[src/rtl/pwm_pkg.sv]
// Shared definitions for the LED PWM chain: duty width, phase encodings and a
// counter-width helper used by the prescaler and dwell counters.
package pwm_pkg;

    localparam int DUTY_W = 8;

    typedef enum logic [2:0] {
        PH_IDLE = 3'd0,
        PH_UP   = 3'd1,
        PH_TOP  = 3'd2,
        PH_DOWN = 3'd3,
        PH_BOT  = 3'd4
    } phase_e;

    // Width able to hold 0..n-1, never narrower than one bit.
    function automatic int unsigned cnt_width(input int unsigned n);
        return (n <= 1) ? 1 : $clog2(n);
    endfunction

endpackage

[src/rtl/pwm_tick_gen.sv]
// Prescaler producing a one-cycle step tick every PRESCALE running cycles.
// The tick is combinational from the count so the consumer can register it.
module pwm_tick_gen
    import pwm_pkg::*;
#(
    parameter int unsigned PRESCALE = 16
) (
    input  logic clk,
    input  logic reset,
    input  logic run,
    input  logic clear,
    output logic tick
);

    localparam int unsigned CNT_W = cnt_width(PRESCALE);
    localparam logic [CNT_W-1:0] CNT_LAST = CNT_W'(PRESCALE - 1);

    logic [CNT_W-1:0] cnt_q, cnt_d;

    assign tick = run && !clear && (cnt_q == CNT_LAST);

    // clear wins over run; run low with clear low holds the count (freeze)
    always_comb begin
        cnt_d = cnt_q;
        if (clear) begin
            cnt_d = '0;
        end else if (run) begin
            cnt_d = tick ? '0 : cnt_q + 1'b1;
        end
    end

    always_ff @(posedge clk or negedge reset) begin
        if (!reset) begin
            cnt_q <= '0;
        end else begin
            cnt_q <= cnt_d;
        end
    end

endmodule

[src/rtl/pwm_fade_ctrl.sv]
// Breathing-effect duty generator: triangular ramp MIN->MAX->MIN with optional
// dwell at both ends, driven by a prescaled step tick.
//
// state   | meaning
// IDLE    | disabled, duty held at DUTY_MIN
// UP      | duty rises by STEP per tick, saturating at DUTY_MAX
// TOP     | dwell at DUTY_MAX for DWELL ticks
// DOWN    | duty falls by STEP per tick, clamping at DUTY_MIN
// BOT     | dwell at DUTY_MIN for DWELL ticks, then period_done
module pwm_fade_ctrl
    import pwm_pkg::*;
#(
    parameter int unsigned       PRESCALE = 16,
    parameter int unsigned       STEP     = 8,
    parameter int unsigned       DWELL    = 2,
    parameter logic [DUTY_W-1:0] DUTY_MAX = 8'd255,
    parameter logic [DUTY_W-1:0] DUTY_MIN = 8'd0
) (
    input  logic              clk,
    input  logic              reset,
    input  logic              enable,
    input  logic              freeze,
    output logic [DUTY_W-1:0] duty_cycle,
    output logic              tick,
    output logic [2:0]        phase,
    output logic              period_done
);

    localparam int unsigned DWELL_W = cnt_width(DWELL + 1);
    localparam logic [DWELL_W-1:0] DWELL_LAST = DWELL_W'(DWELL);
    localparam bit SKIP_DWELL = (DWELL == 0);
    localparam logic [DUTY_W:0]   STEP_9  = (DUTY_W + 1)'(STEP);
    localparam logic signed [DUTY_W+1:0] STEP_10 = (DUTY_W + 2)'(STEP);

    phase_e              state_q, state_d;
    logic [DUTY_W-1:0]   duty_q, duty_d;
    logic [DWELL_W-1:0]  dwell_q, dwell_d;
    logic                tick_q, tick_d;
    logic                done_q, done_d;

    logic                step_tick;
    logic                pre_run;
    logic                pre_clear;
    logic [DUTY_W:0]     sum_up;
    logic signed [DUTY_W+1:0] diff_dn;
    logic [DWELL_W-1:0]  dwell_inc;

    assign pre_run   = enable && !freeze && (state_q != PH_IDLE);
    assign pre_clear = !enable || (state_q == PH_IDLE);

    pwm_tick_gen #(
        .PRESCALE (PRESCALE)
    ) u_tick_gen (
        .clk   (clk),
        .reset (reset),
        .run   (pre_run),
        .clear (pre_clear),
        .tick  (step_tick)
    );

    assign sum_up    = {1'b0, duty_q} + STEP_9;
    assign diff_dn   = $signed({2'b00, duty_q}) - STEP_10;
    assign dwell_inc = dwell_q + 1'b1;

    always_comb begin
        state_d = state_q;
        duty_d  = duty_q;
        dwell_d = dwell_q;
        tick_d  = 1'b0;
        done_d  = 1'b0;
        if (!enable) begin
            state_d = PH_IDLE;
            duty_d  = DUTY_MIN;
            dwell_d = '0;
        end else if (state_q == PH_IDLE) begin
            state_d = PH_UP;
            duty_d  = DUTY_MIN;
            dwell_d = '0;
        end else if (step_tick) begin
            tick_d = 1'b1;
            case (state_q)
                PH_UP: begin
                    if (sum_up >= {1'b0, DUTY_MAX}) begin
                        duty_d  = DUTY_MAX;
                        state_d = SKIP_DWELL ? PH_DOWN : PH_TOP;
                    end else begin
                        duty_d = sum_up[DUTY_W-1:0];
                    end
                end
                PH_TOP: begin
                    if (dwell_inc == DWELL_LAST) begin
                        dwell_d = '0;
                        state_d = PH_DOWN;
                    end else begin
                        dwell_d = dwell_inc;
                    end
                end
                PH_DOWN: begin
                    if (diff_dn <= $signed({2'b00, DUTY_MIN})) begin
                        duty_d = DUTY_MIN;
                        if (SKIP_DWELL) begin
                            state_d = PH_UP;
                            done_d  = 1'b1;
                        end else begin
                            state_d = PH_BOT;
                        end
                    end else begin
                        duty_d = diff_dn[DUTY_W-1:0];
                    end
                end
                PH_BOT: begin
                    if (dwell_inc == DWELL_LAST) begin
                        dwell_d = '0;
                        state_d = PH_UP;
                        done_d  = 1'b1;
                    end else begin
                        dwell_d = dwell_inc;
                    end
                end
                default: begin
                    state_d = PH_IDLE;
                    duty_d  = DUTY_MIN;
                    dwell_d = '0;
                end
            endcase
        end
    end

    always_ff @(posedge clk or negedge reset) begin
        if (!reset) begin
            state_q <= PH_IDLE;
            duty_q  <= DUTY_MIN;
            dwell_q <= '0;
            tick_q  <= 1'b0;
            done_q  <= 1'b0;
        end else begin
            state_q <= state_d;
            duty_q  <= duty_d;
            dwell_q <= dwell_d;
            tick_q  <= tick_d;
            done_q  <= done_d;
        end
    end

    assign duty_cycle  = duty_q;
    assign tick        = tick_q;
    assign phase       = state_q;
    assign period_done = done_q;

endmodule

[config.mk]
export PLATFORM = sky130hd
export DESIGN_NAME = pwm_fade_ctrl
export DESIGN_NICKNAME = d
export VERILOG_FILES = /design/src/rtl/pwm_pkg.sv /design/src/rtl/pwm_tick_gen.sv /design/src/rtl/pwm_fade_ctrl.sv
export SDC_FILE = /design/constraint.sdc
export NUM_CORES = 1
export LEC_CHECK = 0
export BUFFER_PORTS_ARGS = -buffer_cell sky130_fd_sc_hd__buf_4
export CAP_MARGIN = 25
export CORE_MARGIN = 3
export CORE_UTILIZATION = 25
export DETAILED_ROUTE_END_ITERATION = 6
export HOLD_SLACK_MARGIN = 0.08
export PLACE_DENSITY_LB_ADDON = 0.1
export SLEW_MARGIN = 20
export SYNTH_ARGS = -nofsm -noshare
export SYNTH_HDL_FRONTEND = slang
export SYNTH_SLANG_ARGS = --single-unit
[constraint.sdc]
create_clock -name clk -period 1.8 [get_ports clk]
set_input_delay 0.27 -clock clk [delete_from_list [all_inputs] [get_ports clk]]
set_output_delay 0.27 -clock clk [all_outputs]
set_load 0.02 [all_outputs]
-- After elaboration in Yosys (flattened, before gate mapping)
Cells that the tools add are included.
- equality and inequality tests: 13
- $add $sub $neg: 4
- $lt $le $gt $ge: 2
- div/mod/pow operators: 0
- bitwise logic cells: 0
- shift-type cells: 0
- reductions and logical operators: 16
- mux-type cells: 30
- multiply operators: 0
- operators with widths (kind ; number):
    two-way mux 8 bit ; 5
    one-hot mux 8 bit (3 select lines) ; 1
    two-way mux 3 bit ; 7
    inequality test 4 bit, second input constant ; 4
    two-way mux 4 bit ; 3
    one-hot mux 3 bit (4 select lines) ; 1
    adder 8 x 4 -> 9 bit, second input constant ; 1
    greater-or-equal comparator 9 x 8 -> 1 bit, second input constant ; 1
    <= comparator 9 x 1 -> 1 bit, second input constant ; 1
    subtractor 8 x 4 -> 9 bit, second input constant ; 1
    two-way mux 1 bit ; 8
    two-way mux 2 bit ; 4
    equality test 3 x 2 -> 1 bit, second input constant ; 2
    inequality test 3 x 2 -> 1 bit, second input constant ; 2
    AND reduction 5 bit ; 1
    adder 4 x 1 -> 4 bit, second input constant ; 1
    equality test 4 bit, second input constant ; 1
    logical AND 1 bit ; 4
    one-hot mux 2 bit (2 select lines) ; 1
    AND reduction 2 bit ; 2
    OR reduction 2 bit ; 2
    equality test 3 x 1 -> 1 bit, second input constant ; 1
    equality test 3 bit, second input constant ; 1
    zero test 1 bit ; 3
    7 further kinds ; 7
- register bits after elaboration: 19
- latch bits: 0
- bits in writable memories: 0
- word-level logic and storage cells: 71
- memory bits (read-only): 0
- memories kept: 0
- input port bits: 4

-- Longest topological paths before layout
- depth after elaboration: 8
- gate-level depth with buffers: 8
- depth with buffers taken out: 7

-- Hierarchy
From an unflattened synthesis, not the netlist that was laid out.
- cell total of the unflattened synthesis: 145
- area, all modules: 1275.0 um^2
- modules (own cells, without submodules) (module ; sequential area each (um^2) ; area an instance (um^2) ; times used ; cells each):
    pwm_fade_ctrl ; 325.3 ; 1072.3 ; 1 ; 124
    pwm_tick_gen ; 100.1 ; 202.7 ; 1 ; 21

-- Worst setup path before layout
OpenSTA, ideal clock, no wires.
- path kind: register to register
- from: register duty_q[3], in the netlist duty_cycle[3]
- to: register state_q[1], in the netlist phase[1]
- setup time: 0.148 ns
- stages on the path, launching flop included: 9
- slack: -0.325 ns
- arrival time: 1.977 ns
- data required time: 1.652 ns
- cell sequence: dfrtp_1 > buf_6 > inv_1 > ha_1 > xor2_1 > nor4_1 > o32ai_1 > a21oi_1 > o22ai_1
- cells in the longest elaborated chain, start to end: 4
- elaborated cells on any way between the ends: 7
- classes of those cells: 2 x add/sub; 2 x order compare; 2 x eq/ne; 1 x reduce/logical
- ends and longest elaborated chain (item ; line ; text):
    start: declaration ; pwm_fade_ctrl.sv:36 ; logic [DUTY_W-1:0] duty_q, duty_d;
    start signal: assignment ; pwm_fade_ctrl.sv:138 ; duty_q <= duty_d;
    subtractor 8 x 4 -> 9 bit or adder 8 x 4 -> 9 bit (tied branches) ; pwm_fade_ctrl.sv:62, pwm_fade_ctrl.sv:61 ;
    <= comparator 9 x 1 -> 1 bit or greater-or-equal comparator 9 x 8 -> 1 bit (tied branches) ; pwm_fade_ctrl.sv:99, pwm_fade_ctrl.sv:83 ;
    inequality test 4 bit (no source line) ; -- ;
    AND reduction 5 bit (no source line) * ; -- ;
    end signal: assignment ; pwm_fade_ctrl.sv:137 ; state_q <= state_d;
    end: declaration ; pwm_fade_ctrl.sv:35 ; phase_e state_q, state_d;
Mark *: on every way between the ends. The rest lies on a longest branch, timed or not.
A chain may end at the register's enable or synchronous reset.

-- Worst setup path in the final report
- from: register duty_q[4], in the netlist duty_cycle[4]
- to: register duty_q[6], in the netlist duty_cycle[6]
- cells in the longest elaborated chain, start to end: 7
- elaborated cells on any way between the ends: 10
- classes of those cells: 2 x add/sub; 2 x order compare; 6 x mux
- ends and longest elaborated chain (item ; line ; text):
    subtractor 8 x 4 -> 9 bit or adder 8 x 4 -> 9 bit (tied branches) ; pwm_fade_ctrl.sv:62, pwm_fade_ctrl.sv:61 ;
    <= comparator 9 x 1 -> 1 bit or greater-or-equal comparator 9 x 8 -> 1 bit (tied branches) ; pwm_fade_ctrl.sv:99, pwm_fade_ctrl.sv:83 ;
    two-way mux 8 bit, on equally long branches ; pwm_fade_ctrl.sv:99, pwm_fade_ctrl.sv:83 ;
    one-hot mux 8 bit (3 select lines) * ; pwm_fade_ctrl.sv:81 ; case (state_q)
    two-way mux 8 bit * ; pwm_fade_ctrl.sv:79 ; end else if (step_tick) begin
    two-way mux 8 bit * ; pwm_fade_ctrl.sv:75 ; end else if (state_q == PH_IDLE) begin
    two-way mux 8 bit * ; pwm_fade_ctrl.sv:71 ; if (!enable) begin
Mark *: on every way between the ends. The rest lies on a longest branch, timed or not. The select of a mux whose other input is x is not followed.

==> summary.md <==
| Metric | Value |
|---|---|
| Status | finished, violations left |
| Failing checks | setup timing |
| First drt pass iteration count | 4 |
| Worst-skew pair later-pin latency | 260 ps |
| Worst slew margin | 74.08% |
| Ys Warns | 0 |
| Highest clock rate | approximately 540 MHz |
| Leading post-synthesis cells by cell area | dfrtp_1, a21oi_1, ha_1 |
| Worst min path class | input pin to flop |
| Initial antenna violation count | 0 |
| Critical Path AT | 2000 ps |
| Largest net degree at the start of global routing | 18 |
| Initial core utilization | about a quarter |
| Sequence of cells on the critical path | or4_4 > o21ai_4 > nor2_2 > a31o_1 > a22o_1 |
| FILL cells | 472 |
| Count of pins over their slew limit | 0 |
| Worst-case clock buffer depth | 2 |
| IO buf count | 16 |
| Top cells by count, synth | dfrtp_1, a21oi_1, nand2_1 |
| Final setup vio count | 4 |
| Delay of the slowest critical-path stage | 560 ps |
| Final hold vios | 0 |
| Vias per inst | 5.210 |
| Synth top area share | ~35% |
| Clk slew on worst S/H paths | 80 ps |
| DIE WIDTH | 75.28 um |
| Chip height | 75.28 um |
| Uppermost routed layer | met4 |
| Die area | 5667 um^2 |
| Leak pwr | 0.0007847 uW |
| Total Power | 1003 uW |
| Nets | 190 |
| Wl on met1 | roughly 1700 um |
| Count leader, synth | dfrtp_1 |
| CP Launch Type | flop |
| Met3 routed WL | 191 um |
| Tot GR Track Use | 14.00% |
| Syn_nets | about 140 |
| Number of I/O pins | 17 |
| Skew final | 9.691 ps |
| Worst path slowest cell | or4_4 |
| Max cap viols | 0 |
| Share of layout cells above drive strength 1 | 40.33% |
| Pwr per Cell Area | around 570 nW/um^2 |
| CP max FO | 5 |
| First-pass GRT wire length | between 6000 and 7000 um |
| Post-synthesis cell count | 136 |
| Post-DP HPWL | between 2000 and 3000 um |
| Period utilization | 102.5% |
| RSZ-0062 raised after global routing | true |
| Synth unique cells | 48 |
| CTS root buf | clkbuf_8 |
| Total CTS buffers | 3 |
| Vias in the first global route | 1,275 |
| Syn Area/Cell | 8.823 um^2 |
| Metal2 WL | 1716 um |
| Max VDD drop | between 0.2 and 0.3 mV |
| # H-tree levels | 1 |
| Core area | roughly 4500 um^2 |
| Remaining routing DRC violations | 0 |
| Layout area overhead | 46.61% |
| FF+latch count, synth | 17 |
| CTS tree | built |
| FFs w/ async S/R, synth | 100.0% |
| Post-synth top flop | dfrtp_1 |
| Largest delay share family, worst path | compound AO/OA/AOI/OAI gates |
| Post-route setup slack | -45.39 ps |
| Gpl congestion | 0.7998 |
| Util after Layout | 39.06% |
| CP Capture Type | flop |
| Gr ovfl total | 0 |
| Mapped cell area | 1200 um^2 |
| Synth area leader | dfrtp_1 |
| Number of flops mapped to enable cells by yosys | 0 |
| CP Class | flop to flop |
| Routed Antenna Nets | 0 |
| Post-synthesis sequential area ratio | between 30% and 40% |
| Vias | ~1,200 |
| Avg WL per Cell | 15.73 um |
| Post-layout minimum cycle time | ~1800 ps |
| Worst Path Required | 1960 ps |
| Antenna diodes | 0 |
| Drt total wl | 3664 um |
| WP buf/inv | 0 |
| Worst slew pin tran | approximately 390 ps |
| Clock sinks | 17 |
| FP Rows | 24 |
| Initial DRC count | 50 |
registers in the layout, indices dropped and copies added (netlist names):
name and cells:
duty_cycle 6, u_tick_gen.cnt_q 4, phase 3, dwell_q 2, period_done 1, tick 1
worst register-to-register path: stages, from the launching register on:
cell and delay (ps):
dfrtp_2 440, or4_4 560, o21ai_4 270, nor2_2 70, a31o_1 210, a22o_1 190
area by class of cell:
class                   count  area, um^2  area share (%)
multi-input cells         106       807.0           45.87
repair buffers             50       397.9           22.62
flip-flops and latches     17       429.2           24.40
well taps                  52       65.06           3.698
clock buffers               4       45.04           2.560
inverters                   4       15.01          0.8535
cell usage in the layout (no fill, tap or decap), drive strengths merged, types with 2 or more instances in the layout:
cell type,synthesis,routed
or4,3,3
nor3b,2,2
a21oi,11,11
and3,2,2
inv,4,4
clkbuf,4,4
buf,6,49
nor2,10,10
nor2b,3,3
a31oi,3,3
nor3,2,2
and2,2,2
a22o,3,3
ha,4,4
nor4,3,3
xnor2,3,3
dfrtp,17,17
nand2,10,10
o22ai,2,2
a21o,2,2
nand3,4,4
o21ai,8,9
a311oi,2,2
nand2b,5,5
o21bai,2,2
mux2i,2,2
o31ai,3,3
final timing paths:
path / start / endpoint / slack [ps] / cells past startpoint
max: duty_cycle[4]$_DFFE_PN0P_ / duty_cycle[6]$_DFFE_PN0P_ / -50 / 5
min: freeze / u_tick_gen.cnt_q[1]$_DFFE_PN0P_ / 320 / 3
max reg2reg: duty_cycle[4]$_DFFE_PN0P_ / duty_cycle[6]$_DFFE_PN0P_ / -50 / 5
min reg2reg: u_tick_gen.cnt_q[3]$_DFFE_PN0P_ / u_tick_gen.cnt_q[3]$_DFFE_PN0P_ / 530 / 1
max in group asynchronous: reset / duty_cycle[3]$_DFFE_PN0P_ / 1170 / 2
min in group asynchronous: reset / period_done$_DFF_PN0_ / 420 / 2
routing by layer:
metal	up-vias	global-route usage, %
met4	0	3.883
li1	591	-
met3	4	4.005
met2	24	22.63
met1	595	18.23
met5	-	0
what timing repair did:
action,CTS,global route
gates resized for setup,2,12
pin swaps,3,14
setup buffers,4,2
endpoints found under the setup margin,8,10
cloned,1,0
hold buffers,1,0
endpoints found under the hold margin,17,0
power breakdown:
group          internal, uW  switching (uW)  total, uW
clock network           157             141        299
logic                   125             170        295
registers               395            14.5        410
total                   677             326       1000
per-stage QoR:
step	hold WS, ps	TNS [ps]	instance area [um^2]	worst slack, ps	instances
floorplan	-25.59	-413.4	1241	-84.11	136
global placement	158.4	-169.9	1585	-73.36	221
detailed placement	159.4	-221.5	1585	-58.55	221
CTS	323.2	0	1695	5.017	231
global route	331.2	-653.7	1759	-125.0	233
finish	324.7	-106.1	1759	-45.39	233
cells by family after synthesis:
logic type,Yosys count,share of synthesized area (%)
xor gates and xnor gates,4,2.920
AOI/OAI and AO/OA,44,25.97
and+or+nand+nor,50,22.94
adders and majority gates,4,4.171
DFF,17,35.45
buffers and inverters,14,5.942
muxes,3,2.607
No activity file was read; power rests on OpenSTA's default activity.
